[src/rtl/fetch_npc.sv]
// ----------------------------------------------------------------------------
// fetch_npc
//   Instruction-fetch stage wrapped around an external PC register. It
//   computes the next PC, issues instruction-memory reads at the current PC
//   with a req/ack handshake, and queues fetched {pc, instr} pairs in a small
//   FIFO that decode drains with a valid/ready handshake. Stalls hold the PC
//   (npc = pc), and branch/jump redirects or exceptions flush the queue and
//   steer the PC to the new target.
//
// Parameters
//   EXC_VECTOR  exception entry address (bits [1:0] must be zero)
//   QDEPTH      fetch FIFO depth (power of two, >= 2)
//
// Ports
//   clk              in   rising-edge clock
//   Reset            in   asynchronous, active-low reset
//   pc               in   current PC from the PC register
//   npc              out  next PC to the PC register (combinational)
//   imem_req         out  instruction read request (level)
//   imem_addr        out  read address (always equal to pc)
//   imem_ack         in   one-cycle pulse, imem_rdata valid
//   imem_rdata       in   instruction word
//   redirect_valid   in   one-cycle pulse, branch/jump taken
//   redirect_target  in   redirect address
//   exc_valid        in   one-cycle pulse, take exception
//   id_valid         out  FIFO head valid toward decode
//   id_instr         out  head instruction
//   id_pc            out  PC of the head instruction
//   id_ready         in   decode accepts the head entry
// ----------------------------------------------------------------------------
module fetch_npc #(
    parameter logic [31:0] EXC_VECTOR = 32'h0000_4180,
    parameter int          QDEPTH     = 2
) (
    input  logic        clk,
    input  logic        Reset,
    input  logic [31:0] pc,
    output logic [31:0] npc,
    output logic        imem_req,
    output logic [31:0] imem_addr,
    input  logic        imem_ack,
    input  logic [31:0] imem_rdata,
    input  logic        redirect_valid,
    input  logic [31:0] redirect_target,
    input  logic        exc_valid,
    output logic        id_valid,
    output logic [31:0] id_instr,
    output logic [31:0] id_pc,
    input  logic        id_ready
);

    localparam int PW = $clog2(QDEPTH);
    localparam int CW = PW + 1;
    localparam logic [CW-1:0] QD = CW'(QDEPTH);

    typedef enum logic [1:0] {
        S_IDLE  = 2'd0,
        S_WAIT  = 2'd1,
        S_FULL  = 2'd2,
        S_DRAIN = 2'd3
    } state_t;

    state_t        r_state;
    state_t        w_state_next;
    logic [31:0]   r_pend_tgt;
    logic          w_pend_load;

    logic [31:0]   r_q_pc    [QDEPTH];
    logic [31:0]   r_q_instr [QDEPTH];
    logic [PW-1:0] r_rd_ptr;
    logic [PW-1:0] r_wr_ptr;
    logic [CW-1:0] r_count;
    logic [CW-1:0] w_count_next;

    logic          w_flush;
    logic [31:0]   w_tgt;
    logic          w_push;
    logic          w_pop;
    logic [31:0]   w_npc;

    // Exception outranks a simultaneous redirect; redirect targets are
    // word-aligned by forcing the low two bits to zero.
    assign w_flush = exc_valid | redirect_valid;
    assign w_tgt   = exc_valid ? EXC_VECTOR : {redirect_target[31:2], 2'b00};

    assign imem_req  = (r_state == S_WAIT) || (r_state == S_DRAIN);
    assign imem_addr = pc;

    // A flush hides the head immediately so decode never consumes a word
    // from the path being abandoned.
    assign id_valid = (r_count != '0) && !w_flush;
    assign id_instr = r_q_instr[r_rd_ptr];
    assign id_pc    = r_q_pc[r_rd_ptr];

    assign w_pop  = id_valid && id_ready;
    assign w_push = (r_state == S_WAIT) && imem_ack && !w_flush;

    always_comb begin
        w_count_next = r_count;
        if (w_flush) begin
            w_count_next = '0;
        end else begin
            w_count_next = r_count + {{(CW-1){1'b0}}, w_push}
                                   - {{(CW-1){1'b0}}, w_pop};
        end
    end

    // Next-state / next-PC. The PC only moves when no read is outstanding
    // (or the outstanding read completes this cycle), keeping imem_addr
    // stable across the handshake.
    always_comb begin
        w_state_next = r_state;
        w_npc        = pc;
        w_pend_load  = 1'b0;
        case (r_state)
            S_IDLE: begin
                w_state_next = S_WAIT;
                if (w_flush) begin
                    w_npc = w_tgt;
                end
            end
            S_WAIT: begin
                if (imem_ack) begin
                    if (w_flush) begin
                        w_npc = w_tgt;
                    end else begin
                        w_npc = pc + 32'd4;
                        if (w_count_next == QD) begin
                            w_state_next = S_FULL;
                        end
                    end
                end else if (w_flush) begin
                    // Read still in flight: remember where to go and discard
                    // the response when it eventually arrives.
                    w_pend_load  = 1'b1;
                    w_state_next = S_DRAIN;
                end
            end
            S_DRAIN: begin
                if (imem_ack) begin
                    w_npc        = w_flush ? w_tgt : r_pend_tgt;
                    w_state_next = S_WAIT;
                end else if (w_flush) begin
                    w_pend_load = 1'b1;
                end
            end
            S_FULL: begin
                if (w_flush) begin
                    w_npc        = w_tgt;
                    w_state_next = S_WAIT;
                end else if (w_pop) begin
                    w_state_next = S_WAIT;
                end
            end
            default: begin
                w_state_next = S_IDLE;
            end
        endcase
    end

    assign npc = w_npc;

    always_ff @(posedge clk or negedge Reset) begin
        if (!Reset) begin
            r_state    <= S_IDLE;
            r_pend_tgt <= '0;
            r_count    <= '0;
            r_rd_ptr   <= '0;
            r_wr_ptr   <= '0;
        end else begin
            r_state <= w_state_next;
            r_count <= w_count_next;
            if (w_pend_load) begin
                r_pend_tgt <= w_tgt;
            end
            if (w_flush) begin
                r_rd_ptr <= '0;
                r_wr_ptr <= '0;
            end else begin
                if (w_push) begin
                    r_wr_ptr <= r_wr_ptr + PW'(1);
                end
                if (w_pop) begin
                    r_rd_ptr <= r_rd_ptr + PW'(1);
                end
            end
        end
    end

    // Queue storage carries data only; validity is tracked by r_count.
    always_ff @(posedge clk) begin
        if (w_push) begin
            r_q_pc[r_wr_ptr]    <= pc;
            r_q_instr[r_wr_ptr] <= imem_rdata;
        end
    end

    a_no_push_when_full: assert property (
        @(posedge clk) disable iff (!Reset) !(w_push && (r_count == QD))
    );

    a_addr_stable: assert property (
        @(posedge clk) disable iff (!Reset)
        (imem_req && !imem_ack) |=> $stable(imem_addr)
    );

endmodule

[config.mk]
export PLATFORM = sky130hd
export DESIGN_NAME = fetch_npc
export DESIGN_NICKNAME = d
export VERILOG_FILES = /design/src/rtl/fetch_npc.sv
export SDC_FILE = /design/constraint.sdc
export NUM_CORES = 1
export LEC_CHECK = 0
export ABC_AREA = 0
export CORE_MARGIN = 2
export CORE_UTILIZATION = 52
export CTS_CLUSTER_SIZE = 12
export DETAILED_ROUTE_END_ITERATION = 16
export GPL_ROUTABILITY_DRIVEN = 0
export PLACE_DENSITY = 0.86
export SLEW_MARGIN = 20
export SYNTH_ARGS = -nofsm -noshare
export SYNTH_HDL_FRONTEND = slang
export SYNTH_SLANG_ARGS = --single-unit
[constraint.sdc]
create_clock -name clk -period 8 [get_ports clk]
set_input_delay 1.6 -clock clk [delete_from_list [all_inputs] [get_ports clk]]
set_output_delay 1.6 -clock clk [all_outputs]
set_load 0.05 [all_outputs]
# [After elaboration in Yosys (flattened, before gate mapping)]
# Memories as Yosys holds them, arrays and structs flattened.
# Cells that the tools add are included.
[totals] register_bits=38 latch_bits=0 ramBits=128 romBits=0 out_inout_bits=130 elab_cells=60 memories=2
[classes] add_sub_neg=5 multipliers=0 div=0 n_lt_le_gt_ge=0 eq_ne=9 shifts=0 mux=25 n_bitwise=1 n_reduce_logical=13
[mem_list] memory="r_q_instr" depth=2 word_bits=32 read_ports=1 rd_ports_with_merged_regs=0 wr=1 line="69" text="logic [31:0] r_q_instr [QDEPTH];"
[mem_list] memory="r_q_pc" depth=2 word_bits=32 read_ports=1 rd_ports_with_merged_regs=0 wr=1 line="68" text="logic [31:0] r_q_pc [QDEPTH];"
[op_table] operator="two-way mux 32 bit" count=6
[op_table] operator="one-hot mux 32 bit (3 select lines)" count=1
[op_table] operator="adder 32 x 3 -> 32 bit, second input constant" count=1
[op_table] operator="two-way mux 2 bit" count=8
[op_table] operator="two-way mux 1 bit" count=9
[op_table] operator="!= test 3 bit, second input constant" count=3
[op_table] operator="one-hot mux 2 bit (4 select lines)" count=1
[op_table] operator="equality test 2 bit, second input constant" count=3
[op_table] operator="nonzero test 2 bit" count=3
[op_table] operator="AND reduction 5 bit" count=1
[op_table] operator="logical AND 1 bit" count=4
[op_table] operator="OR reduction 2 bit" count=2
[op_table] operator="!= test 3 x 2 -> 1 bit, second input constant" count=1
[op_table] operator="adder 1 bit, second input constant" count=2
[op_table] operator="adder 2 x 1 -> 2 bit" count=1
[op_table] operator="equality test 2 x 1 -> 1 bit, second input constant" count=1
[op_table] operator="zero test 2 bit" count=1
[op_table] operator="!= test 2 bit, second input constant" count=1
[op_table] operator="subtractor 2 x 1 -> 2 bit" count=1
[op_table] operator="zero test 1 bit" count=1
[op_table] operator="logical OR 1 bit" count=1
[op_table] operator="bitwise OR 1 bit" count=1

# [Depth between registers and ports, before layout]
[depth] depth_word=11 mapped_depth=15 depth_no_buf=12

# [Worst setup path after synthesis]
# OpenSTA, ideal clock, no wires.
[synth_timing] path_type="input -> output" start="input port exc_valid" end="output port npc[19]" arrival_time_ns=4.502 path_slack_ns=1.898 stages=7 path_cell_list="clkbuf_1 -> or2_1 -> buf_2 -> nor3_4 -> inv_2 -> buf_2 -> o311ai_0"
[synth_via] elab_chain_len=4
[synth_lines] element="start: declaration" line="45" text="input logic exc_valid,"
[synth_lines] element="two-way mux 32 bit / bitwise OR 1 bit (equally long branches)" line="84, 83"
[synth_lines] element="two-way mux 32 bit, on equally long branches" line="141, 124"
[synth_lines] element="two-way mux 32 bit, on equally long branches" line="140, 123"
[synth_lines] element="one-hot mux 32 bit (3 select lines) (*)" line="115" text="case (r_state)"
[synth_lines] element="end: declaration" line="38" text="output logic [31:0] npc,"
# Mark *: on every way between the ends. The rest lies on a longest branch, timed or not.

# [Worst setup path in the final report]
[layout_timing] start="input port pc[13]" end="output port npc[31]"
[layout_via] elab_chain_len=4
[layout_lines] element="start: declaration" line="37" text="input logic [31:0] pc,"
[layout_lines] element="adder 32 x 3 -> 32 bit" line="127" text="w_npc = pc + 32'd4;"
[layout_lines] element="two-way mux 32 bit" line="124" text="if (w_flush) begin"
[layout_lines] element="two-way mux 32 bit" line="123" text="if (imem_ack) begin"
[layout_lines] element="one-hot mux 32 bit (3 select lines)" line="115"
# Every way passes these cells.

==> qor.csv <==
metric,value,unit
status,finished clean,
antenna_found_initial,0,
drc,0,
synth_warnings,0,
ys_async_sr_fraction,22.0,%
core,15100,um^2
final_common_cell,clkdlybuf4s50_1,
syn_to_final_growth,34.8,%
fin_cells,1044,
maxSlewHeadroom,31.9,%
arrival,5000,ps
setup_viol,0,
rsz0062_at_grt,false,
worstSetupPathType,primary input to output port,
hold_viol_final,0,
worst_hold_path.endpoint,r_pend_tgt[29]$_DFFE_PN0P_,
period_minus_slack,6600,ps
avgSynthCellArea,12.2,um^2
yosys.area.top_type,edfxtp_1,
layout_common_cells,"clkdlybuf4s50_1 (228), edfxtp_1 (128), mux2_2 (64)",
wl,21600,um
die_area,16500,um^2
vias_per_cell,6.23,
min_from,r_pend_tgt[29]$_DFFE_PN0P_,
initial_core_util,53.0,%
grt_max_degree,83,
clockPowerShare,38.4,%
synth-seq-cells,164,
synth_area,8030,um^2
ff2ff_path_depth,5,
drv_slew,0,
finalNetCount,948,
post-cts-setup-buffer-count,0,
dp_cells,1012,
hold_buffers,0,
reg2reg_to,r_q_instr[0][6]$_DFFE_PP_,
grt_use_total,25.8,%
worstSetupStartpointType,primary input,
switching_share,27.6,%
tns,0,ps
drive_gt1_share,13.6,%
min_path_type,flop to flop,
seq_area_frac_synth,59.1,%
worst_slew_pin_slew,1020,ps
syn_nets,766,
path_max_fanout,9,
cts-buffers-inserted,17,
clock_insertion_delay_worst_skew,430,ps
pre_cts_ws,1540,ps
ctsResizeCount,0,
numPortBuffers,229,
dieHeight,128,um
dr.pass1.iters,7,
hold_slack,482,ps
postSynthCellCount,661,
drtIter0Drc,839,
synthTopCellsByArea,"edfxtp_1 (48%), dfrtp_1 (11%), mux2_2 (9.0%)",
synthFlopType,edfxtp_1,
postRouteAntennaNets,0,
ir_drop,154,uV
ios,232,
worst_setup_path_end_kind,output port,
first_global_vias,6221,
p_sw,587,uW
p_int,1.54,mW
root_buffer,clkbuf_16,
synth_top_area_share,47.8,%
power_density,197,nW/um^2
dp_hpwl,14400,um
post-route-period-util,82.5,%
synth_cell_types,55,
r2r_setup_slack,4970,ps
core.rowCount,45,
power_frac_seq,45.1,%
path_clk_slew,70,ps
rr_startpoint,r_state[0]$_DFFE_PN0P_,
leakage,3.78,nW
cp.required,6400,ps
cts.sinks,164,
max-cap-violations,0,
cts_tree,yes,
totalPowerFinal,2.13,mW
skew,9.16,ps
grt_pass1_wl,32600,um
clock_path_buffers,2,
wl_per_cell,20.7,um
dieWidth,128,um
fin_ws,1400,ps
synth-edff-count,128,
overflow,0,
min_path_cells,2,
vias,6507,
cts_max_level,4,
pwr-share-comb,16.6,%
antenna_cells,0,
fmax,152,MHz
[power by group through the flow]
stage	logic, mW	registers, mW	clock network (mW)
finish	0.353	0.961	0.818
global route	0.370	0.963	0.859
CTS	0.350	0.960	0.830
detailed placement	0.348	0.978	0
global placement	0.340	0.975	0
floorplan	0.206	0.974	0
[cells by family (layout without fill, tap and decap cells)]
group,count (synthesis),after routing,synth area share [%]
buf+inv,80,275,5.36
xor+xnor,18,18,1.96
simple gates,178,178,11.5
mux,64,64,8.97
flops,164,164,59.1
compound gates,154,154,12.7
fa+ha+maj,3,3,0.467
[routing by layer]
| layer | wire (um) | share of wire (%) | track usage, % | vias to the layer above |
|---|---|---|---|---|
| met5 | 0 | 0 | 0 | - |
| met4 | 688 | 3.2 | 11.4 | 0 |
| met3 | 2250 | 10 | 5.51 | 73 |
| met2 | 10400 | 48 | 41.4 | 474 |
| met1 | 8280 | 38 | 33.9 | 3094 |
| li1 | - | - | - | 2866 |
[synthesized netlist by cell type (19+ instances only)]
cell      instances
edfxtp_1        128
nor2_1           33
nand3_1          19
nor2b_1          26
clkbuf_1         34
mux2_2           64
nand2_1          58
dfrtp_1          36
a31oi_1          25
o21ai_0          59
buf_4            34
[critical path: stages]
cell and delay [ps]:
clkdlybuf4s50_1 750, nand3_1 300, nor4_4 770, nand2_4 130, or4_1 500, nand3_1 120
clkdlybuf4s50_1 810
[final cells by class]
type / count / area (um^2)
Clock buffer: 17 / 425
Inverter: 4 / 15.0
Fill cell: 1013 / 4320
Sequential cell: 164 / 4750
Multi-Input combinational cell: 417 / 2880
Clock inverter: 15 / 169
Tap cell: 188 / 235
Timing Repair Buffer: 239 / 2360
[sequential cells by signal, indices dropped and copies added, names as in the netlist]
signal      count
r_count         2
r_pend_tgt     30
r_q_instr      64
r_q_pc         64
r_rd_ptr        1
r_state         2
r_wr_ptr        1
[worst max path at each step]
stage | startpoint | endpoint | slack, ps | cells past startpoint
6_report | pc[13] | npc[31] | 1400 | 7
5_1_grt | pc[3] | npc[20] | 1360 | 9
4_1_cts | pc[13] | npc[31] | 1500 | 7
3_5_place_dp | pc[13] | npc[31] | 1540 | 7
3_3_place_gp | pc[13] | npc[31] | 1610 | 7
2_1_floorplan | exc_valid | npc[19] | 1900 | 7
[stage by stage]
step,instance area [um^2],utilization [%]
floorplan,8030,-
global placement,10200,67.6
detailed placement,10200,67.6
CTS,10800,71.5
global route,10800,71.5
finish,10800,71.5
Note: power is estimated with default switching activity, not from simulation.
